[src/rtl/sys_defs.sv]
// Shared type definitions for the front end: instruction word, fetch/decode
// control bundle, fetch-queue entry and fetch-queue FSM states.
package sys_defs;

    typedef logic [31:0] INSTRUCTION;

    typedef struct packed {
        logic halt;
        logic cond_branch;
        logic uncond_branch;
        logic branch;
        logic wr_mem;
    } FD_control_t;

    typedef struct packed {
        INSTRUCTION  inst;
        logic [63:0] pc;
        logic [63:0] npc;
        FD_control_t fd_control;
    } FQ_entry_t;

    typedef enum logic {
        RUN    = 1'b0,
        HALTED = 1'b1
    } fq_state_t;

    localparam INSTRUCTION PAL_HALT = 32'h0000_0555;

    // Number of valid ways in a 2-way valid vector; way1 only counts behind way0.
    function automatic logic [1:0] way_count(input logic [1:0] valid);
        logic [1:0] n;
        if (valid[0]) begin
            n = valid[1] ? 2'd2 : 2'd1;
        end else begin
            n = 2'd0;
        end
        return n;
    endfunction

endpackage

[src/rtl/fetch_queue_if.sv]
// Bundle between fetch, the fetch queue and dispatch. The master side is the
// surrounding pipeline (fetch + dispatch), the slave side is the queue.
interface fetch_queue_if
    import sys_defs::*;
#(
    parameter int FQ_DEPTH = 8
);
    localparam int CW = $clog2(FQ_DEPTH) + 1;

    logic        [1:0]       if_valid;
    INSTRUCTION  [1:0]       if_inst;
    logic        [1:0][63:0] if_pc;
    logic        [1:0][63:0] if_npc;
    FD_control_t [1:0]       if_fd_control;
    logic        [1:0]       ds_accept;
    logic                    flush;

    logic        [1:0]       fq_free_slots;
    logic        [1:0]       fq_out_valid;
    INSTRUCTION  [1:0]       fq_out_inst;
    logic        [1:0][63:0] fq_out_pc;
    logic        [1:0][63:0] fq_out_npc;
    FD_control_t [1:0]       fq_out_fd_control;
    logic                    fq_halted;
    logic        [CW-1:0]    fq_count;

    modport master (
        output if_valid, if_inst, if_pc, if_npc, if_fd_control, ds_accept, flush,
        input  fq_free_slots, fq_out_valid, fq_out_inst, fq_out_pc, fq_out_npc,
               fq_out_fd_control, fq_halted, fq_count
    );

    modport slave (
        input  if_valid, if_inst, if_pc, if_npc, if_fd_control, ds_accept, flush,
        output fq_free_slots, fq_out_valid, fq_out_inst, fq_out_pc, fq_out_npc,
               fq_out_fd_control, fq_halted, fq_count
    );

endinterface

[src/rtl/fetch_queue.sv]
// Two-wide in, two-wide out circular fetch queue between fetch and dispatch.
// Accepting a halt instruction stops further enqueue until a flush; every
// output is derived from registered state only.
module fetch_queue
    import sys_defs::*;
#(
    parameter int FQ_DEPTH = 8
) (
    input  logic          clock,
    input  logic          reset_n,
    fetch_queue_if.slave  fq
);
    localparam int PW = $clog2(FQ_DEPTH);
    localparam int CW = PW + 1;

    FQ_entry_t     mem_q [FQ_DEPTH];
    logic [PW-1:0] head_q, head_d, tail_q, tail_d;
    logic [PW-1:0] head_p1_s, tail_p1_s;
    logic [CW-1:0] count_q, count_d, free_ent_s;
    fq_state_t     state_q, state_d;
    logic [1:0]    free_slots_s, nreq_s, nenq_s, ndeq_s, acc_s, avail_s;
    logic          halt_enq_s, wr0_s, wr1_s;
    FQ_entry_t     way_s [2];

    assign head_p1_s = head_q + PW'(1);
    assign tail_p1_s = tail_q + PW'(1);

    // Free-slot offer to fetch, from the current count and state only.
    always_comb begin
        free_ent_s = CW'(FQ_DEPTH) - count_q;
        if (state_q == HALTED) begin
            free_slots_s = 2'd0;
        end else if (free_ent_s >= CW'(2)) begin
            free_slots_s = 2'd2;
        end else begin
            free_slots_s = free_ent_s[1:0];
        end
    end

    // Clamp enqueue/dequeue amounts; a halt in way0 squashes the younger way.
    always_comb begin
        nreq_s = way_count(fq.if_valid);
        if (nreq_s == 2'd2 && fq.if_fd_control[0].halt) begin
            nreq_s = 2'd1;
        end else begin
            nreq_s = nreq_s;
        end
        nenq_s  = (nreq_s > free_slots_s) ? free_slots_s : nreq_s;
        acc_s   = (fq.ds_accept == 2'd3) ? 2'd2 : fq.ds_accept;
        avail_s = (count_q >= CW'(2)) ? 2'd2 : count_q[1:0];
        ndeq_s  = (acc_s > avail_s) ? avail_s : acc_s;
        halt_enq_s = ((nenq_s != 2'd0) && fq.if_fd_control[0].halt) ||
                     ((nenq_s == 2'd2) && fq.if_fd_control[1].halt);
        wr0_s = !fq.flush && (nenq_s != 2'd0);
        wr1_s = !fq.flush && (nenq_s == 2'd2);
        for (int w = 0; w < 2; w++) begin
            way_s[w].inst       = fq.if_inst[w];
            way_s[w].pc         = fq.if_pc[w];
            way_s[w].npc        = fq.if_npc[w];
            way_s[w].fd_control = fq.if_fd_control[w];
        end
    end

    // Next pointers, count and RUN/HALTED state; flush overrides everything.
    always_comb begin
        head_d  = head_q;
        tail_d  = tail_q;
        count_d = count_q;
        state_d = state_q;
        if (fq.flush) begin
            head_d  = '0;
            tail_d  = '0;
            count_d = '0;
            state_d = RUN;
        end else begin
            head_d  = head_q + PW'(ndeq_s);
            tail_d  = tail_q + PW'(nenq_s);
            count_d = count_q + CW'(nenq_s) - CW'(ndeq_s);
            case (state_q)
                RUN:     state_d = halt_enq_s ? HALTED : RUN;
                HALTED:  state_d = HALTED;
                default: state_d = RUN;
            endcase
        end
    end

    // Control state register with asynchronous reset.
    always_ff @(posedge clock or negedge reset_n) begin
        if (!reset_n) begin
            head_q  <= '0;
            tail_q  <= '0;
            count_q <= '0;
            state_q <= RUN;
        end else begin
            head_q  <= head_d;
            tail_q  <= tail_d;
            count_q <= count_d;
            state_q <= state_d;
        end
    end

    // Entry storage; deliberately not reset, validity comes from count.
    always_ff @(posedge clock) begin
        if (wr0_s) mem_q[tail_q]    <= way_s[0];
        if (wr1_s) mem_q[tail_p1_s] <= way_s[1];
    end

    assign fq.fq_free_slots        = free_slots_s;
    assign fq.fq_out_valid         = {count_q >= CW'(2), count_q != CW'(0)};
    assign fq.fq_halted            = (state_q == HALTED);
    assign fq.fq_count             = count_q;
    assign fq.fq_out_inst[0]       = mem_q[head_q].inst;
    assign fq.fq_out_inst[1]       = mem_q[head_p1_s].inst;
    assign fq.fq_out_pc[0]         = mem_q[head_q].pc;
    assign fq.fq_out_pc[1]         = mem_q[head_p1_s].pc;
    assign fq.fq_out_npc[0]        = mem_q[head_q].npc;
    assign fq.fq_out_npc[1]        = mem_q[head_p1_s].npc;
    assign fq.fq_out_fd_control[0] = mem_q[head_q].fd_control;
    assign fq.fq_out_fd_control[1] = mem_q[head_p1_s].fd_control;

endmodule
[src/flat_wrapper.sv]
// flat-port wrapper written by rule: the top's interface ports become plain ports
module fetch_queue_flat import sys_defs::*;
#(
    parameter int FQ_DEPTH = 8
)
  (clock, reset_n, fq_if_valid, fq_if_inst, fq_if_pc, fq_if_npc, fq_if_fd_control, fq_ds_accept, fq_flush, fq_fq_free_slots, fq_fq_out_valid, fq_fq_out_inst, fq_fq_out_pc, fq_fq_out_npc, fq_fq_out_fd_control, fq_fq_halted, fq_fq_count);
  fetch_queue_if #(.FQ_DEPTH(FQ_DEPTH)) fq_i ();
  input  logic clock;
  input  logic reset_n;
  input wire logic [$bits(fq_i.if_valid)-1:0] fq_if_valid;
  input wire logic [$bits(fq_i.if_inst)-1:0] fq_if_inst;
  input wire logic [$bits(fq_i.if_pc)-1:0] fq_if_pc;
  input wire logic [$bits(fq_i.if_npc)-1:0] fq_if_npc;
  input wire logic [$bits(fq_i.if_fd_control)-1:0] fq_if_fd_control;
  input wire logic [$bits(fq_i.ds_accept)-1:0] fq_ds_accept;
  input wire logic [$bits(fq_i.flush)-1:0] fq_flush;
  output wire logic [$bits(fq_i.fq_free_slots)-1:0] fq_fq_free_slots;
  output wire logic [$bits(fq_i.fq_out_valid)-1:0] fq_fq_out_valid;
  output wire logic [$bits(fq_i.fq_out_inst)-1:0] fq_fq_out_inst;
  output wire logic [$bits(fq_i.fq_out_pc)-1:0] fq_fq_out_pc;
  output wire logic [$bits(fq_i.fq_out_npc)-1:0] fq_fq_out_npc;
  output wire logic [$bits(fq_i.fq_out_fd_control)-1:0] fq_fq_out_fd_control;
  output wire logic [$bits(fq_i.fq_halted)-1:0] fq_fq_halted;
  output wire logic [$bits(fq_i.fq_count)-1:0] fq_fq_count;
  assign fq_i.if_valid = fq_if_valid;
  assign fq_i.if_inst = fq_if_inst;
  assign fq_i.if_pc = fq_if_pc;
  assign fq_i.if_npc = fq_if_npc;
  assign fq_i.if_fd_control = fq_if_fd_control;
  assign fq_i.ds_accept = fq_ds_accept;
  assign fq_i.flush = fq_flush;
  assign fq_fq_free_slots = fq_i.fq_free_slots;
  assign fq_fq_out_valid = fq_i.fq_out_valid;
  assign fq_fq_out_inst = fq_i.fq_out_inst;
  assign fq_fq_out_pc = fq_i.fq_out_pc;
  assign fq_fq_out_npc = fq_i.fq_out_npc;
  assign fq_fq_out_fd_control = fq_i.fq_out_fd_control;
  assign fq_fq_halted = fq_i.fq_halted;
  assign fq_fq_count = fq_i.fq_count;
  fetch_queue #(.FQ_DEPTH(FQ_DEPTH)) u_core (.clock(clock), .reset_n(reset_n), .fq(fq_i));
endmodule
[config.mk]
export PLATFORM = sky130hd
export DESIGN_NAME = fetch_queue_flat
export DESIGN_NICKNAME = d
export VERILOG_FILES = /design/src/rtl/sys_defs.sv /design/src/rtl/fetch_queue_if.sv /design/src/rtl/fetch_queue.sv /design/src/flat_wrapper.sv
export SDC_FILE = /design/constraint.sdc
export NUM_CORES = 2
export LEC_CHECK = 0
export BUFFER_PORTS_ARGS = -buffer_cell sky130_fd_sc_hd__buf_2
export CORE_UTILIZATION = 35
export DETAILED_ROUTE_END_ITERATION = 8
export GPL_TIMING_DRIVEN = 0
export SETUP_SLACK_MARGIN = 0.3
export SYNTH_ARGS = -nofsm -noshare
export SYNTH_HDL_FRONTEND = slang
export SYNTH_SLANG_ARGS = --single-unit
[constraint.sdc]
create_clock -name clock -period 20.5 [get_ports clock]
set_input_delay 4.1 -clock clock [delete_from_list [all_inputs] [get_ports clock]]
set_output_delay 4.1 -clock clock [all_outputs]
set_load 0.01 [all_outputs]
==> metrics.yaml <==
status: "complete, no violations"
synth_fa_ha_area_share_pct: 0.390
hold_ws_ns: 0.555
synth_cell_types: 39
r2r_end: "u_core.mem_q[6][74]"
cts_resized: 0
power_mw: 10.7
holdPathStages: 2
globalRouteTotalUtil_pct: 23.3
grt_pass1_wl_mm: 368
critPathLaunch: "u_core.head_q[0]"
final_common_cell: "edfxtp_1"
rr_worst_depth: 18
cts_root_buf: "clkbuf_16"
start_kind: "flip-flop"
cp_max_fo: 10
final_max_slew_viol_count: 0
fin_setup_tns_ns: 0
core_area_mm2: 0.222
wl_per_cell_um: 32.7
final_cells: 8175
clockBufferDepth: 3
max_cap_viol_count: 0
drc: 0
final_cell_mix: "edfxtp_1, mux2_2, buf_2, mux4_2, mux2_4"
crit_type: "flip-flop to output pin"
cp_top_family: "buffers and inverters"
numCtsBuffers: 160
worstReg2RegStart: "u_core.fq.fq_count[1]"
syn_to_final_growth_pct: 18.3
grt_pass1_vias: 47700
die_area_mm2: 0.225
post-cts-setup-buffers: 0
fin_nets: 5381
postSynth.topFlopCell: "edfxtp_1"
htree_levels: 4
final_core_util_pct: 41.6
cp.required_ns: 16.40
dp_hpwl_mm: 186
post-route-period-util_pct: 47.0
cts_tree: "built"
p_per_area_mw_per_mm2: 116
grt_max_degree: 22
fmax_mhz: 104
drtIter0Drc: 4597
hp-class: "flip-flop to flip-flop"
syn_area_mm2: 0.0782
drive_above_1_share_pct: 67.1
crit_arrival_ns: 5.53
fp.dieH_um: 475
drtPass1Iterations: 7
cp_cell_sequence: "clkbuf_1 > buf_2 > buf_1 > clkbuf_2 > clkbuf_1 > mux4_2 > mux2_2 > buf_2"
path_clk_slew_ns: 0.06
yosysWarnings: 0
synth_nets: 4451
period_needed_ns: 9.63
rows: 173
hold_start: "u_core.fq.fq_halted"
muxShareOfSynthArea_pct: 45.4
antenna_left: 0
synthArstFlopShare_pct: 0.826
antenna_found_initial: 116
rsz0062_at_grt: "false"
path_buf_inv: 6
overflow: 0
wl_mm: 267
yosysSeqAreaShare_pct: 51.0
fin_worst_skew_ns: 0.0425
tightestPinTransition_ns: 1.27
clkSinkCount: 1331
vias: 46600
insertion_delay_ns: 0.85
yosys.area_share.simple_pct: 0.338
ctsHoldBuffers: 0
gp_congestion: 0.811
synth_edf_count: 1320
end_kind: "output pin"
synth-xor-area-share_pct: 0.0896
r2r_slack_ns: 14.45
synthCells: 4092
min_to: "u_core.fq.fq_halted"
relSlewSlack_pct: 14.3
synth_top_family_by_area: "multiplexers"
p_leak_nw: 32.5
hold_violations: 0
finalSetupViolCount: 0
dp.cells: 7835
die_x_um: 475
postSynthAreaPerCell_um2: 19.1
peakVddDrop_uv: 85.8
synth_seq_cells: 1331
via_per_inst: 5.70
cpMaxStageDelayCell: "buf_1"
ios: 676
port_buffers: 674
initial_core_util_pct: 35.2
slowest_delay_ns: 0.86
synth_compound_gate_area_share_pct: 0.192
layout make-up:
type / count / area [um2]
multi-input cells: 2409 / 36400
well taps: 2975 / 3720
flip-flops and latches: 1331 / 39900
diodes: 49 / 123
clock inverters: 79 / 758
inverters: 14 / 52.6
plain buffers: 338 / 1930
fillers: 19900 / 130000
clock buffers: 212 / 4280
repair buffers: 768 / 5280
cells in the mapped netlist, types with 2 or more instances:
| master | count | area, um2 |
|---|---|---|
| nor2_1 | 10 | 37.5 |
| edfxtp_1 | 1320 | 39600 |
| mux2_4 | 556 | 8350 |
| inv_1 | 14 | 52.6 |
| fa_1 | 4 | 80.1 |
| dfrtp_1 | 11 | 275 |
| mux2_2 | 1094 | 12300 |
| nand2b_1 | 4 | 25.0 |
| o21bai_1 | 3 | 22.5 |
| xor2_1 | 3 | 26.3 |
| o22ai_1 | 2 | 12.5 |
| buf_1 | 77 | 289 |
| buf_2 | 50 | 250 |
| o31ai_1 | 2 | 15.0 |
| nand2_1 | 7 | 26.3 |
| o21ai_0 | 5 | 25.0 |
| and2_1 | 2 | 12.5 |
| nand3b_1 | 2 | 15.0 |
| mux4_2 | 660 | 14900 |
| nor2b_1 | 8 | 50.1 |
| nor3_1 | 2 | 10.0 |
| buf_4 | 28 | 210 |
| ha_1 | 18 | 225 |
| or4_1 | 5 | 37.5 |
| o211ai_1 | 2 | 15.0 |
| xnor2_1 | 5 | 43.8 |
| or3_1 | 3 | 18.8 |
| buf_6 | 64 | 721 |
| or2_2 | 2 | 12.5 |
| clkbuf_1 | 119 | 447 |
| a21oi_1 | 2 | 10.0 |
per-stage QoR:
stage,cell area (um2),worst slack [ns]
finish,92500,10.87
global route,92400,10.69
CTS,92400,10.62
detailed placement,87300,11.13
global placement,85300,-16.14
floorplan,78200,1.50
routing by layer:
metal	GRT usage (%)	routed length (um)
met4	10.1	12100
met5	0	475
met3	4.60	18800
met2	37.4	128000
met1	30.5	108000
tightest hold or removal path, cell delays in order, from the launching register on:
cell     delay, ns
dfrtp_1       0.38
inv_1         0.07
a21oi_1       0.06
state kept, by name (all words and copies together), names as in the netlist:
signal / count
u_core.fq.fq_count: 4
u_core.fq.fq_halted: 1
u_core.head_q: 3
u_core.mem_q: 1320
u_core.tail_q: 3
power breakdown:
part / internal, mW / switching [mW]
logic: 2.09 / 2.58
clock network: 1.58 / 1.22
registers: 3.20 / 0.0732
total: 6.87 / 3.87
cell families (layout without fill, tap and decap cells):
logic type,count (synthesis),in the layout
muxes,2310,2310
other,0,49
DFF,1331,1331
adders and majority gates,22,22
and+or+nand+nor,47,47
xor gates and xnor gates,8,8
buffers and inverters,352,1411
AOI/OAI and AO/OA,22,22
worst max path at each step:
stage | to | slack, ns | cells after the start
finish | fq_fq_out_pc[26] | 10.87 | 8
global route | fq_fq_out_pc[25] | 10.69 | 8
CTS | fq_fq_out_pc[29] | 10.62 | 8
detailed placement | u_core.mem_q[6][67] | 11.13 | 16
global placement | u_core.mem_q[5][98] | -16.14 | 10
floorplan | u_core.mem_q[5][0] | 1.50 | 10
Power figures use the tool's default switching activity.
